$ cat config.mk
export PLATFORM = sky130hd
export DESIGN_NAME = uart_rx_controller
export DESIGN_NICKNAME = d
export VERILOG_FILES = /design/src/rtl/uart_rx_controller.sv
export SDC_FILE = /design/constraint.sdc
export NUM_CORES = 1
export LEC_CHECK = 0
export CAP_MARGIN = 20
export CORE_MARGIN = 2
export CORE_UTILIZATION = 30
export DETAILED_ROUTE_END_ITERATION = 12
export DONT_BUFFER_PORTS = 1
export PLACE_DENSITY_LB_ADDON = 0.12
export SYNTH_ARGS = -nofsm -noshare
export SYNTH_HDL_FRONTEND = slang
export SYNTH_SLANG_ARGS = --single-unit
$ cat constraint.sdc
create_clock -name clk -period 4 [get_ports clk]
set_input_delay 0.8 -clock clk [delete_from_list [all_inputs] [get_ports clk]]
set_output_delay 0.8 -clock clk [all_outputs]
set_load 0.02 [all_outputs]
$ cat src/rtl/uart_rx_controller.sv
// -----------------------------------------------------------------------------
// uart_rx_controller
//
// Sequencing and buffering controller for the UART receive path. It enables
// the receiver while running, brings the receiver's level-held status signals
// into the clk domain, and turns each completed frame into one push into a
// small first-word-fall-through FIFO. The FIFO is read by a consumer through a
// valid/ready handshake. The block also keeps saturating framing and parity
// error counters and a sticky overrun flag for the register block.
//
// Ports
//   clk, reset            system clock (posedge); async active-high reset
//   ctrl_enable           software receive enable
//   flush                 one-cycle request to empty the FIFO
//   err_clear             one-cycle request to zero the counters and overrun
//   rx_data               receiver byte, stable while rx_valid is high
//   rx_valid/ferror/perror receiver status levels, asynchronous to clk
//   rx_en                 receiver enable, high only in RUN
//   fifo_data             head byte (8'h00 while the FIFO is empty)
//   fifo_valid/fifo_ready consumer handshake: a byte pops on a cycle where
//                         both are high; fifo_data is stable while fifo_valid
//                         is high and fifo_ready is low
//   fifo_count            occupancy, 0..FIFO_DEPTH
//   overrun               sticky, a byte was dropped on a full FIFO
//   ferror_count          saturating framing-error count
//   perror_count          saturating parity-error count
//   state                 FSM state: IDLE=00 RUN=01 DRAIN=10 FLUSH=11
// -----------------------------------------------------------------------------
module uart_rx_controller #(
    parameter int FIFO_DEPTH = 8,
    parameter int ADDR_W     = 3,
    parameter int ERR_CNT_W  = 8
) (
    input  logic                 clk,
    input  logic                 reset,
    input  logic                 ctrl_enable,
    input  logic                 flush,
    input  logic                 err_clear,
    input  logic [7:0]           rx_data,
    input  logic                 rx_valid,
    input  logic                 rx_ferror,
    input  logic                 rx_perror,
    output logic                 rx_en,
    output logic [7:0]           fifo_data,
    output logic                 fifo_valid,
    input  logic                 fifo_ready,
    output logic [ADDR_W:0]      fifo_count,
    output logic                 overrun,
    output logic [ERR_CNT_W-1:0] ferror_count,
    output logic [ERR_CNT_W-1:0] perror_count,
    output logic [1:0]           state
);

    typedef enum logic [1:0] {
        ST_IDLE  = 2'b00,
        ST_RUN   = 2'b01,
        ST_DRAIN = 2'b10,
        ST_FLUSH = 2'b11
    } state_t;

    // Bit order in the synchroniser vectors: [0]=valid, [1]=ferror, [2]=perror.
    // Each bit is an independent level, so a plain per-bit 2-flop chain is safe.
    logic [2:0] s1_q, s1_d;
    logic [2:0] s2_q, s2_d;
    logic [2:0] s3_q, s3_d;

    state_t                state_q, state_d;
    logic [7:0]            mem_q [FIFO_DEPTH];
    logic [7:0]            mem_d [FIFO_DEPTH];
    logic [ADDR_W-1:0]     wr_ptr_q, wr_ptr_d;
    logic [ADDR_W-1:0]     rd_ptr_q, rd_ptr_d;
    logic [ADDR_W:0]       count_q, count_d;
    logic                  overrun_q, overrun_d;
    logic [ERR_CNT_W-1:0]  ferr_cnt_q, ferr_cnt_d;
    logic [ERR_CNT_W-1:0]  perr_cnt_q, perr_cnt_d;

    logic [2:0] evt;
    logic       valid_evt;
    logic       ferr_evt;
    logic       perr_evt;
    logic       flush_take;
    logic       push_evt;
    logic       pop;
    logic       full;
    logic       push_ok;
    logic       drop;

    // Rising edge of each synchronised level. The chain runs in every state so
    // a level still held from before a re-enable has already been consumed.
    assign evt       = s2_q & ~s3_q;
    assign valid_evt = evt[0];
    assign ferr_evt  = evt[1];
    assign perr_evt  = evt[2];

    assign fifo_valid = (count_q != '0);
    assign pop        = fifo_valid & fifo_ready;
    assign full       = (count_q == (ADDR_W+1)'(FIFO_DEPTH));
    assign flush_take = flush && (state_q != ST_FLUSH);
    assign push_evt   = valid_evt && (state_q == ST_RUN);
    // A full FIFO still takes the byte when the head leaves in the same cycle.
    assign push_ok    = push_evt && !flush_take && (!full || pop);
    // Flush silently discards a coincident push; it is not an overrun.
    assign drop       = push_evt && !flush_take && full && !pop;

    always_comb begin
        s1_d = {rx_perror, rx_ferror, rx_valid};
        s2_d = s1_q;
        s3_d = s2_q;
    end

    // Next-state logic
    always_comb begin
        state_d = state_q;
        case (state_q)
            ST_IDLE: begin
                if (flush)            state_d = ST_FLUSH;
                else if (ctrl_enable) state_d = ST_RUN;
            end
            ST_RUN: begin
                if (flush)             state_d = ST_FLUSH;
                else if (!ctrl_enable) state_d = ST_DRAIN;
            end
            ST_DRAIN: begin
                if (flush)                state_d = ST_FLUSH;
                else if (ctrl_enable)     state_d = ST_RUN;
                else if (count_q == '0)   state_d = ST_IDLE;
            end
            ST_FLUSH: begin
                state_d = ctrl_enable ? ST_RUN : ST_IDLE;
            end
            default: state_d = ST_IDLE;
        endcase
    end

    // FIFO storage, pointers and occupancy. The flush clears the FIFO on the
    // edge where it is accepted, so the FLUSH cycle already shows it empty; a
    // pop on that same edge has been handed out from the old head.
    always_comb begin
        mem_d    = mem_q;
        wr_ptr_d = wr_ptr_q;
        rd_ptr_d = rd_ptr_q;
        count_d  = count_q;
        if (flush_take) begin
            wr_ptr_d = '0;
            rd_ptr_d = '0;
            count_d  = '0;
        end else begin
            if (push_ok) begin
                mem_d[wr_ptr_q] = rx_data;
                wr_ptr_d        = wr_ptr_q + ADDR_W'(1);
            end
            if (pop) begin
                rd_ptr_d = rd_ptr_q + ADDR_W'(1);
            end
            case ({push_ok, pop})
                2'b10:   count_d = count_q + (ADDR_W+1)'(1);
                2'b01:   count_d = count_q - (ADDR_W+1)'(1);
                default: count_d = count_q;
            endcase
        end
    end

    // Error counters and overrun; a clear wins over a same-cycle update.
    always_comb begin
        ferr_cnt_d = ferr_cnt_q;
        perr_cnt_d = perr_cnt_q;
        overrun_d  = overrun_q;
        if (err_clear) begin
            ferr_cnt_d = '0;
            perr_cnt_d = '0;
            overrun_d  = 1'b0;
        end else begin
            if (ferr_evt && (ferr_cnt_q != '1)) ferr_cnt_d = ferr_cnt_q + ERR_CNT_W'(1);
            if (perr_evt && (perr_cnt_q != '1)) perr_cnt_d = perr_cnt_q + ERR_CNT_W'(1);
            if (drop)                           overrun_d  = 1'b1;
        end
    end

    always_ff @(posedge clk or posedge reset) begin
        if (reset) begin
            s1_q       <= '0;
            s2_q       <= '0;
            s3_q       <= '0;
            state_q    <= ST_IDLE;
            wr_ptr_q   <= '0;
            rd_ptr_q   <= '0;
            count_q    <= '0;
            overrun_q  <= 1'b0;
            ferr_cnt_q <= '0;
            perr_cnt_q <= '0;
            for (int i = 0; i < FIFO_DEPTH; i++) mem_q[i] <= 8'h00;
        end else begin
            s1_q       <= s1_d;
            s2_q       <= s2_d;
            s3_q       <= s3_d;
            state_q    <= state_d;
            wr_ptr_q   <= wr_ptr_d;
            rd_ptr_q   <= rd_ptr_d;
            count_q    <= count_d;
            overrun_q  <= overrun_d;
            ferr_cnt_q <= ferr_cnt_d;
            perr_cnt_q <= perr_cnt_d;
            for (int i = 0; i < FIFO_DEPTH; i++) mem_q[i] <= mem_d[i];
        end
    end

    assign rx_en        = (state_q == ST_RUN);
    assign fifo_data    = fifo_valid ? mem_q[rd_ptr_q] : 8'h00;
    assign fifo_count   = count_q;
    assign overrun      = overrun_q;
    assign ferror_count = ferr_cnt_q;
    assign perror_count = perr_cnt_q;
    assign state        = state_q;

endmodule

* Yosys cells after proc, flatten, opt, wreduce, memory -nomap -nowiden *
Cells that the tools add are included.

operators by class
  add/sub/neg operators = 6
  muxes and demuxes = 28
  order comparisons = 3
  $mul = 0
  equality and inequality tests = 12
  bitwise logic cells = 6
  shift-type cells = 0
  reductions and logical operators = 24
  div/mod/pow operators = 0

operators with widths
  kind                 number
  $bwmux 64            1
  $mux 8               8
  $bmux 8 s3           1
  $demux 8 s3          1
  $add 8x1->8 const B  2
  $ne 8x8->1 const B   2
  $mux 2               7
  $mux 3               4
  $reduce_bool 2->1    5
  $logic_and 1x1->1    9
  $ge 4x4->1 const B   2
  $not 3->4            2
  $pmux 2 s4           1
  $pmux 4 s2           1
  $add 3x1->3 const B  2
  $eq 2x2->1 const B   3
  $ne 3x3->1 const B   2
  $add 4x1->4 const B  1
  $eq 2x1->1 const B   2
  $eq 4x4->1 const B   1
  $logic_not 4->1      1
  $lt 4x1->1 const B   1
  $mux 4               1
  $ne 4x4->1 const B   1
  other kinds (14)     18

storage, ports and cells
  input port bits = 17
  bits in registers = 102
  word-level logic and storage cells = 97
  latch bits = 0
  output and inout bits = 33
  memories kept = 0
  ROM bits = 0
  memory bits (writable) = 0

* Longest topological paths before layout *
Gate-level depths: netlist of the first run.

  depth in word-level cells = 8
  gate-level depth with buffers = 9
  mapped depth without buffers = 8

* Worst setup path after synthesis of the first run *
No wires, ideal clock.

  path type = reg-to-output
  from = register rd_ptr_q[0]
  to = output fifo_data[6]
  slack = 1.329 ns
  arrival = 1.871 ns
  cell stages (with the launch flop) = 6
  buffers on the path = 2
  required time = 3.200 ns
  path through = dfrtp_1 clkbuf_1 buf_2 mux4_2 mux2i_1 nor2_1

on the way
  word-level cells in the longest chain between the ends = 5

RTL lines
  item                                       RTL line  source
  start, declared                            71        logic [ADDR_W-1:0] rd_ptr_q, rd_ptr_d;
  start signal, assigned                     198       rd_ptr_q <= rd_ptr_d;
  $not 3->4 (not written as such)            208       assign fifo_data = fifo_valid ? mem_q[rd_ptr_q] : 8'h00;
  $bmux 8 s3                                 208
  $mux 8 (not written as such) (2 in a row)  208
  $mux 8                                     208
  end, declared                              44        output logic [7:0] fifo_data,

Every way passes these cells. The select of a mux whose other input is x is not followed.

* Final worst setup path of the first run *
  from = register rd_ptr_q[1]
  to = output fifo_data[4]

Same word-level chain as after synthesis.

==> flow_summary.yaml, run 1 <==
timing:
  setup_viol: 0
  finalHoldViolCount: 0
  fin_hold_ws_ps: 347.4
  rsz0062_at_grt: "no"
  tightest_slew_ps: 1015
  tns_ps: 0
  fmax_mhz: 333.9
  fin_crit_sh_pct: 74.88
  fin_worst_skew_ps: 7.246
  slew_headroom_pct: 32.37
  min_period_ps: 2995
  drv_slew: 0
min_path:
  hp-class: "register to register"
  hold_depth: 0
  min_from: "s1_q[0]"
  whs_endpoint: "s2_q[0]"
outcome:
  status: "complete, no violations"
place:
  dp_hpwl_um: 6778
  gp_congestion: 0.7120
  io_buffers: 0
  place_inst: 570
critical_path:
  rr_worst_depth: 8
  max_stage_delay_ps: 1010
  critPathMaxFanout: 18
  cp.arrival_ps: 2200
  slowest_stage: "dfrtp_1"
  criticalPathCategory: "register to output port"
  cp_cell_sequence: "mux4_2, mux2i_1, nor2_1"
  r2r_slack_ps: 1400
  r2r_start: "fifo_count[1]"
  reg2reg_to: "fifo_count[3]"
  end_kind: "output port"
  startpoint_type: "register"
  crit_required_ps: 3200
die:
  start_util_pct: 30.52
  placementRows: 46
  fp.dieH_um: 130.7
  ios: 50
  core_area_sq_um: 15770
  die_x_um: 130.7
  dieArea_sq_um: 17070
grt:
  grt_pass1_wl_um: 17220
  grt_overflow: 0
  antenna_found_initial: 0
  grt_start_max_net_pins: 66
  track_usage_pct: 13.64
  grt_pass1_vias: 2972
logic_synthesis:
  syn-cell-area_sq_um: 4813
  ys.flop_type: "dfrtp_1"
  synth_edf_count: 0
  synthCells: 365
  ys_seq_area_share_pct: 53.03
  ys_seq_elements: 102
  yosys-top-cells-area: "dfrtp_1 (53%), mux2_2 (15%), mux4_2 (7.5%), nor2_1 (2.7%), mux2i_1 (2.1%)"
  yosysUniqueCellTypes: 47
  yosys.area.top_type_share_pct: 53.03
  async_flop_share_pct: 100.0
  ys_warn_count: 0
  yosys.area.top_type: "dfrtp_1"
  avgSynthCellArea_sq_um: 13.19
  synth_nets: 388
finish:
  final_cell_mix: "dfrtp_1 (102), mux2_2 (65), nor2_1 (34)"
  final_cells: 586
  nFillCells: 1598
  drive_gt1_share_pct: 30.27
  layout.nets: 388
  area_delta_synth_final_pct: 11.67
  diodes: 0
  mostFrequentLayoutCell: "dfrtp_1"
power_and_ir_drop:
  leakagePower_uw: 0.002368
  power.density_nw_per_um2: 537.7
  ir_worst_vdd_v: 0.0002463
detailed_routing:
  wl_per_cell_um: 18.22
  vias_per_cell: 4.896
  drtPass1Iterations: 4
  drt-initial-drc-count: 151
  drc_errors: 0
  wl_um: 10680
  vias: 2869
  postRouteAntennaNets: 0
clock_network:
  cts_hold_buffers: 0
  clkTransAtPathRegs_ps: 70
  cts_sinks: 102
  post_cts_buffers: 0
  numCtsBuffers: 9
  ctsResizeCount: 0
  ctsRootBufferMaster: "clkbuf_16"
  clk_latency_ps: 350
  htree_num_levels: 3
  cts_tree: "built"
  clockBufferDepth: 2
job:
  cap_violations: 0
final cells by class:
type / count / area (sq um) / area share [%]
flip-flops and latches: 102 / 2552 / 47.49
inverters: 9 / 36.28 / 0.6750
repair buffers: 4 / 30.03 / 0.5587
well taps: 216 / 270.3 / 5.028
multi-input cells: 239 / 2177 / 40.50
clock inverters: 3 / 68.82 / 1.280
clock buffers: 13 / 240.2 / 4.469
critical path, delay by kind of cell (launching register included):
kind,cells,cell delay [ps]
flip-flops,1,1010
multiplexers,2,470
AND/OR/NAND/NOR,1,360
flip-flops by register name, summed over array words and instances (netlist names), 3 cells and up:
| signal | cells |
|---|---|
| rd_ptr_q | 3 |
| mem_q | 64 |
| ferror_count | 8 |
| fifo_count | 4 |
| wr_ptr_q | 3 |
| s3_q | 3 |
| s2_q | 3 |
| perror_count | 8 |
| s1_q | 3 |
Yosys cell counts, drive strengths merged, types with 4 or more instances:
master,instances
xnor2,8
xor2,8
ha,6
buf,5
nor2b,4
a21oi,7
mux2i,10
nand3,8
o21ai,10
mux4,16
inv,9
nand2b,5
nand2,13
dfrtp,102
mux2,65
nor3,6
clkbuf,10
nand4,6
nor2,36
per-layer routing:
metal  wire [um]  track usage [%]
met5           0                0
met4         202            4.819
met3         592            4.235
met2        5021            21.11
met1        4861            18.18
cells by family after synthesis:
kind of cell	synth area share [%]
flip-flops	53.03
AND/OR/NAND/NOR	10.81
multiplexers	24.77
AO/OA/AOI/OAI	4.991
buffers and inverters	1.924
XOR/XNOR	2.911
adder cells (fa/ha/maj)	1.560
worst max-delay path by stage:
| stage | endpoint | start | slack (ps) |
|---|---|---|---|
| after global placement | mem_q[36] | flush | 1200 |
| final | fifo_data[4] | rd_ptr_q[1] | 1000 |
| after floorplan | ferror_count[0] | reset | 520 |
| after CTS | fifo_data[6] | rd_ptr_q[1] | 930 |
| after detailed placement | mem_q[34] | flush | 1190 |
| after global routing | fifo_data[5] | rd_ptr_q[1] | 890 |
stage by stage:
stage	area [sq um]	worst slack (ps)	power, uW	utilization (%)
after floorplan	4813	524.5	1803	-
after global placement	5066	1202	1986	32.12
after detailed placement	5066	1191	1990	32.12
after CTS	5375	930.9	2952	34.08
after global routing	5375	889.5	3057	34.08
final	5375	1005	2890	34.08
where the power goes:
group          internal (uW)  switching (uW)
Combinational            293             366
Sequential              1130             163
Clock                    551             386
Total                   1980             915
(Power assumes the default switching activity.)
==> inputs of run 2 (changes only) <==
--- a/config.mk
+++ b/config.mk
@@ -5,6 +5,7 @@
 export SDC_FILE = /design/constraint.sdc
 export NUM_CORES = 1
 export LEC_CHECK = 0
+export ABC_AREA = 1
 export CAP_MARGIN = 20
 export CORE_MARGIN = 2
 export CORE_UTILIZATION = 30
==> constraint.sdc (replaced) <==
create_clock -name clk -period 2.6 [get_ports clk]
set_input_delay 0.52 -clock clk [delete_from_list [all_inputs] [get_ports clk]]
set_output_delay 0.52 -clock clk [all_outputs]
set_load 0.02 [all_outputs]
==> flow_summary.yaml, run 2 <==
detailed_routing:
  wl_per_cell_um: 15.26
  drt-initial-drc-count: 218
  wl_um: 11950
  vias: 3755
  postRouteAntennaNets: 0
  drtPass1Iterations: 4
  vias_per_cell: 4.796
  drc_errors: 0
finish:
  final_cell_mix: "nand2_1 (107), dfrtp_1 (102), o21ai_1 (72)"
  largest-register: "mem_q"
  diodes: 0
  area_delta_synth_final_pct: 13.33
  mostFrequentLayoutCell: "nand2_1"
  layout.nets: 592
  drive_gt1_share_pct: 10.66
  largest_reg_flops: 64
  final_cells: 783
  fin_util_pct: 34.86
clock_network:
  post_cts_buffers: 0
  clk_latency_ps: 350
  ctsRootBufferMaster: "clkbuf_16"
  htree_num_levels: 3
  ctsResizeCount: 0
  clockBufferDepth: 2
  cts_hold_buffers: 0
  numCtsBuffers: 9
  cts_sinks: 102
  cts_tree: "built"
  clkTransAtPathRegs_ps: 70
logic_synthesis:
  synth_top_family_by_area: "simple AND/OR/NAND/NOR gates"
  ys_seq_elements: 102
  synthCells: 557
  yosys-top-cells-area: "dfrtp_1 (54%), nand2_1 (8.6%), o21ai_1 (7.7%), nor2_1 (5.5%), o21ai_0 (5.3%)"
  synth.area.mux_share_pct: 0
  yosys.area.top_type: "dfrtp_1"
  synth_edf_count: 0
  synth_simple_gate_area_share_pct: 20.61
  async_flop_share_pct: 100.0
  ys_warn_count: 0
  ys.flop_type: "dfrtp_1"
  synth_adder_area_share_pct: 1.600
  ys_seq_area_share_pct: 54.39
  synth_nets: 580
  avgSynthCellArea_sq_um: 8.426
  synth_xor_xnor_area_share_pct: 0.5599
  yosys.area.top_type_share_pct: 54.39
  synthMostInstantiatedCell: "nand2_1"
  yosysUniqueCellTypes: 30
  synth_compound_area_share_pct: 17.33
  syn-cell-area_sq_um: 4693
  yosys-top-cells-count: "nand2_1 (107), dfrtp_1 (102), o21ai_1 (72)"
grt:
  antenna_found_initial: 0
  grt_pass1_wl_um: 19470
  grt_overflow: 0
  grt_start_max_net_pins: 81
  grt_pass1_vias: 3677
  track_usage_pct: 15.19
die:
  dieArea_sq_um: 16660
  die_x_um: 129.1
  fp.dieH_um: 129.1
  ios: 50
  core_area_sq_um: 15260
  start_util_pct: 30.76
  placementRows: 45
place:
  place_inst: 769
  io_buffers: 0
  dp_hpwl_um: 7710
  gp_congestion: 0.7668
timing:
  tightest_slew_ps: 549.8
  drv_slew: 0
  finalHoldViolCount: 0
  min_period_ps: 2452
  fin_worst_skew_ps: 5.279
  fin_crit_sh_pct: 94.29
  tns_ps: 0
  fmax_mhz: 407.9
  rsz0062_at_grt: "no"
  setup_viol: 0
  slew_headroom_pct: 63.27
critical_path:
  crit_buf_inv: 2
  end_kind: "output port"
  crit_required_ps: 2080
  max_stage_delay_ps: 570
  startpoint_type: "register"
  cp.arrival_ps: 1930
  crit_family: "flip-flops"
  cp_cell_sequence: "nor2_1, nand2_1, buf_4, o21ai_0, a31oi_1, buf_4"
  cpMostUsedCell: "buf_4"
  critPathMaxFanout: 8
  slowest_stage: "dfrtp_1"
  criticalPathCategory: "register to output port"
power_and_ir_drop:
  ir_worst_vdd_v: 0.0005831
  seqPwrFrac_pct: 38.9
  power.density_nw_per_um2: 968.2
  p_clk_share_pct: 25.2
  swShare_pct: 38.37
  power.internal_uw: 3174
  leakagePower_uw: 0.002464
  comb_power_share_pct: 35.9
  switchingPower_uw: 1976
min_path:
  hp-class: "input port to asynchronous set/reset pin"
outcome:
  status: "complete, no violations"
job:
  cap_violations: 0
==> run 2: cell types whose count changed in the layout (fill, tap and decap cells not counted), sizes merged, moves of 7 or more <==
| cell | previous run | this run |
|---|---|---|
| buf | 4 | 20 |
| inv | 9 | 47 |
| mux2 | 65 | 0 |
| mux2i | 10 | 0 |
| mux4 | 16 | 0 |
| nand2 | 13 | 119 |
| nand3 | 8 | 19 |
| nor2 | 36 | 73 |
| o21ai | 10 | 122 |
| o22ai | 0 | 8 |
| xnor2 | 8 | 1 |
==> run 2: routing by layer <==
| metal | up-vias | track usage (%) | share of wire [%] |
|---|---|---|---|
| met5 | - | 0 | 0 |
| met4 | 0 | 5.435 | 1.5 |
| met3 | 13 | 3.509 | 3.7 |
| met2 | 59 | 23.40 | 45 |
| met1 | 1808 | 21.03 | 50 |
| li1 | 1875 | - | - |
==> run 2: cell families after synthesis <==
logic type,after synthesis
buffers and inverters,66
XOR/XNOR,3
AO/OA/AOI/OAI,155
flip-flops,102
adder cells (fa/ha/maj),6
AND/OR/NAND/NOR,225
==> run 2: final cells by class <==
cell class	count	area, sq um
Fill cell	1592	9940
Sequential cell	102	2552
Multi-Input combinational cell	389	1882
Tap cell	211	264.0
Clock buffer	12	256.5
Inverter	47	180.2
Timing Repair Buffer	20	166.4
Clock inverter	2	17.52
==> run 2: path summary, 6_finish.rpt <==
check	from	end	slack, ps	cells past startpoint
worst max-delay path	fifo_count[1]	fifo_data[7]	150	6
max in group asynchronous	reset	state[1]	1730	2
worst min register to register	s1_q[2]	s2_q[2]	350	0
worst min-delay path	reset	fifo_count[2]	80	1
min in group clk	rx_ferror	s1_q[1]	200	0
worst max register to register	fifo_count[1]	fifo_count[3]	360	15
==> run 2: per-stage QoR <==
stage	power, uW	hold slack [ps]	cell area, sq um	worst slack [ps]
2_1_floorplan	3244	331.2	4697	567.0
3_3_place_gp	3886	334.1	5041	467.2
3_5_place_dp	3900	335.5	5041	360.9
4_1_cts	5229	90.84	5315	73.46
5_1_grt	5534	109.6	5319	4.254
6_report	5150	83.63	5319	148.4
==> run 2: power groups by stage <==
| stage | Sequential [uW] | Clock [uW] | Combinational, uW |
|---|---|---|---|
| 3_3_place_gp | 2030 | 0 | 1860 |
| 4_1_cts | 2010 | 1350 | 1870 |
| 5_1_grt | 2040 | 1420 | 2080 |
| 2_1_floorplan | 2030 | 0 | 1210 |
| 6_report | 2010 | 1300 | 1850 |
| 3_5_place_dp | 2040 | 0 | 1860 |
==> run 2: worst register-to-register path, cell delays in order, from the launching register on <==
cell,delay (ps)
dfrtp_1,520
nor2_1,200
nand2_1,90
buf_4,170
nand2_1,130
inv_2,100
nand2_2,100
inv_2,50
ha_1,320
nand4_1,120
nand2_1,90
inv_1,50
nand2_1,50
nand2_1,40
nand3_1,60
nand2_1,50
==> inputs of run 3 (changes only) <==
--- a/config.mk
+++ b/config.mk
@@ -6,12 +6,13 @@
 export NUM_CORES = 1
 export LEC_CHECK = 0
 export ABC_AREA = 1
+export BUFFER_PORTS_ARGS = -buffer_cell sky130_fd_sc_hd__buf_2
 export CAP_MARGIN = 20
 export CORE_MARGIN = 2
 export CORE_UTILIZATION = 30
 export DETAILED_ROUTE_END_ITERATION = 12
-export DONT_BUFFER_PORTS = 1
 export PLACE_DENSITY_LB_ADDON = 0.12
+export SETUP_SLACK_MARGIN = 0.2
 export SYNTH_ARGS = -nofsm -noshare
 export SYNTH_HDL_FRONTEND = slang
 export SYNTH_SLANG_ARGS = --single-unit
==> flow_summary.yaml, run 3 (same netlist as run 2, synthesis figures left out) <==
place:
  io_buffers: 49
  gp_congestion: 0.8128
  dp_hpwl_um: 7925
finish:
  final_cell_mix: "nand2_1 (106), dfrtp_1 (97), o21ai_1 (82)"
  mostFrequentLayoutCell: "nand2_1"
  area_delta_synth_final_pct: 24.05
  largest_reg_flops: 64
  drive_gt1_share_pct: 20.57
  nFillCells: 1578
  largest-register: "mem_q"
  layout.nets: 650
  diodes: 0
outcome:
  status: "complete, no violations"
grt:
  grt_start_max_net_pins: 44
  antenna_found_initial: 0
  grt_overflow: 0
  grt_pass1_vias: 3765
  grt_pass1_wl_um: 20120
  track_usage_pct: 15.75
timing:
  tns_ps: 0
  setup_viol: 0
  fin_crit_sh_pct: 90.19
  min_period_ps: 2345
  finalHoldViolCount: 0
  tightest_slew_ps: 527.9
  slew_headroom_pct: 64.77
  fmax_mhz: 426.4
  drv_slew: 0
  fin_worst_skew_ps: 4.630
  rsz0062_at_grt: "yes"
min_path:
  hp-class: "input port to asynchronous set/reset pin"
clock_network:
  clkTransAtPathRegs_ps: 70
  htree_num_levels: 3
  clk_latency_ps: 350
  ctsRootBufferMaster: "clkbuf_16"
  cts_tree: "built"
  clockBufferDepth: 2
  cts_sinks: 102
  numCtsBuffers: 9
  cts_hold_buffers: 0
critical_path:
  crit_required_ps: 2080
  end_kind: "output port"
  critPathMaxFanout: 8
  startpoint_type: "register"
  criticalPathCategory: "register to output port"
  cp_cell_sequence: "buf_4, clkbuf_16, o21ai_0, o22ai_1, o21ai_0, a31oi_1, buf_2"
  cpMostUsedCell: "o21ai_0"
  slowest_stage: "dfrtp_2"
  cp.arrival_ps: 1830
  max_stage_delay_ps: 420
die:
  dieArea_sq_um: 16660
  core_area_sq_um: 15260
  ios: 50
  start_util_pct: 30.76
  fp.dieH_um: 129.1
  die_x_um: 129.1
  placementRows: 45
detailed_routing:
  drtPass1Iterations: 5
  postRouteAntennaNets: 0
  vias: 3986
  drt-initial-drc-count: 255
  drc_errors: 0
  vias_per_cell: 4.728
  wl_per_cell_um: 15.25
  wl_um: 12860
power_and_ir_drop:
  ir_worst_vdd_v: 0.0004478
  leakagePower_uw: 0.002771
  power.density_nw_per_um2: 975.8
  power.total_uw: 5681
job:
  cap_violations: 0
## run 3: changes by cell type in the layout (fill, tap and decap cells not counted), sizes merged
cell      change
buf          +53
bufinv        +1
clkbuf        +2
clkinv        +2
clkinvlp      +4
inv           -2
## run 3: final cells by class
| type | count | area (sq um) | share of cell area, % |
|---|---|---|---|
| sequential | 102 | 2559 | 43.95 |
| multi-input combinational | 389 | 1897 | 32.58 |
| timing repair buffer | 76 | 590.6 | 10.14 |
| tap | 211 | 264.0 | 4.535 |
| clock buffer | 11 | 242.7 | 4.169 |
| inverter | 47 | 196.4 | 3.374 |
| clock inverter | 5 | 58.81 | 1.010 |
| timing repair inverter | 2 | 13.76 | 0.2364 |
## run 3: per-stage QoR
step | instances | setup WS, ps | area, sq um | util (%) | hold slack (ps)
2_1_floorplan | 557 | 567.0 | 4697 | - | 331.2
3_3_place_gp | 808 | 420.7 | 5236 | 34.32 | 333.1
3_5_place_dp | 808 | 434.4 | 5236 | 34.32 | 337.3
4_1_cts | 827 | 153.3 | 5583 | 36.59 | 214.7
5_1_grt | 843 | 181.4 | 5822 | 38.16 | 231.3
6_report | 843 | 255.0 | 5822 | 38.16 | 203.2
## run 3: layer usage
layer / vias up / track usage (%) / share of wire [%]
li1: 1996 / - / -
met4: 0 / 6.202 / 2.3
met2: 96 / 24.21 / 44
met1: 1877 / 21.65 / 49
met3: 17 / 3.633 / 4.7
met5: - / 0 / 0
## run 3: critical path: cells and delay by family, from the launching register on
family                 cells  cell delay [ps]
AOI/OAI and AO/OA          4              560
buffers and inverters      3              480
DFF                        1              420
## run 3: path summary, 6_finish.rpt
check,from,endpoint,slack (ps),depth (start not counted)
worst max-delay path,rd_ptr_q[0],fifo_data[5],250,7
worst min-delay path,reset,mem_q[53],200,2
worst max register to register,fifo_count[1],fifo_count[3],570,14
worst min register to register,s1_q[0],s2_q[0],350,0
max in group asynchronous,reset,mem_q[42],1810,3
min in group clk,rx_perror,s1_q[2],280,1
## run 3: repair_timing
| item | CTS | global route |
|---|---|---|
| pin swaps | 0 | 6 |
| setup buffers | 3 | 10 |
| gates resized for setup | 6 | 28 |
| gates cloned | 0 | 6 |
| setup endpoints to repair | 8 | 8 |
## run 3: report_power, final
part	switching [uW]	internal, uW	leakage [uW]
logic	1360	949	0.00126
registers	170	1810	0.00137
clock network	613	774	0.000142
total	2150	3530	0.00277
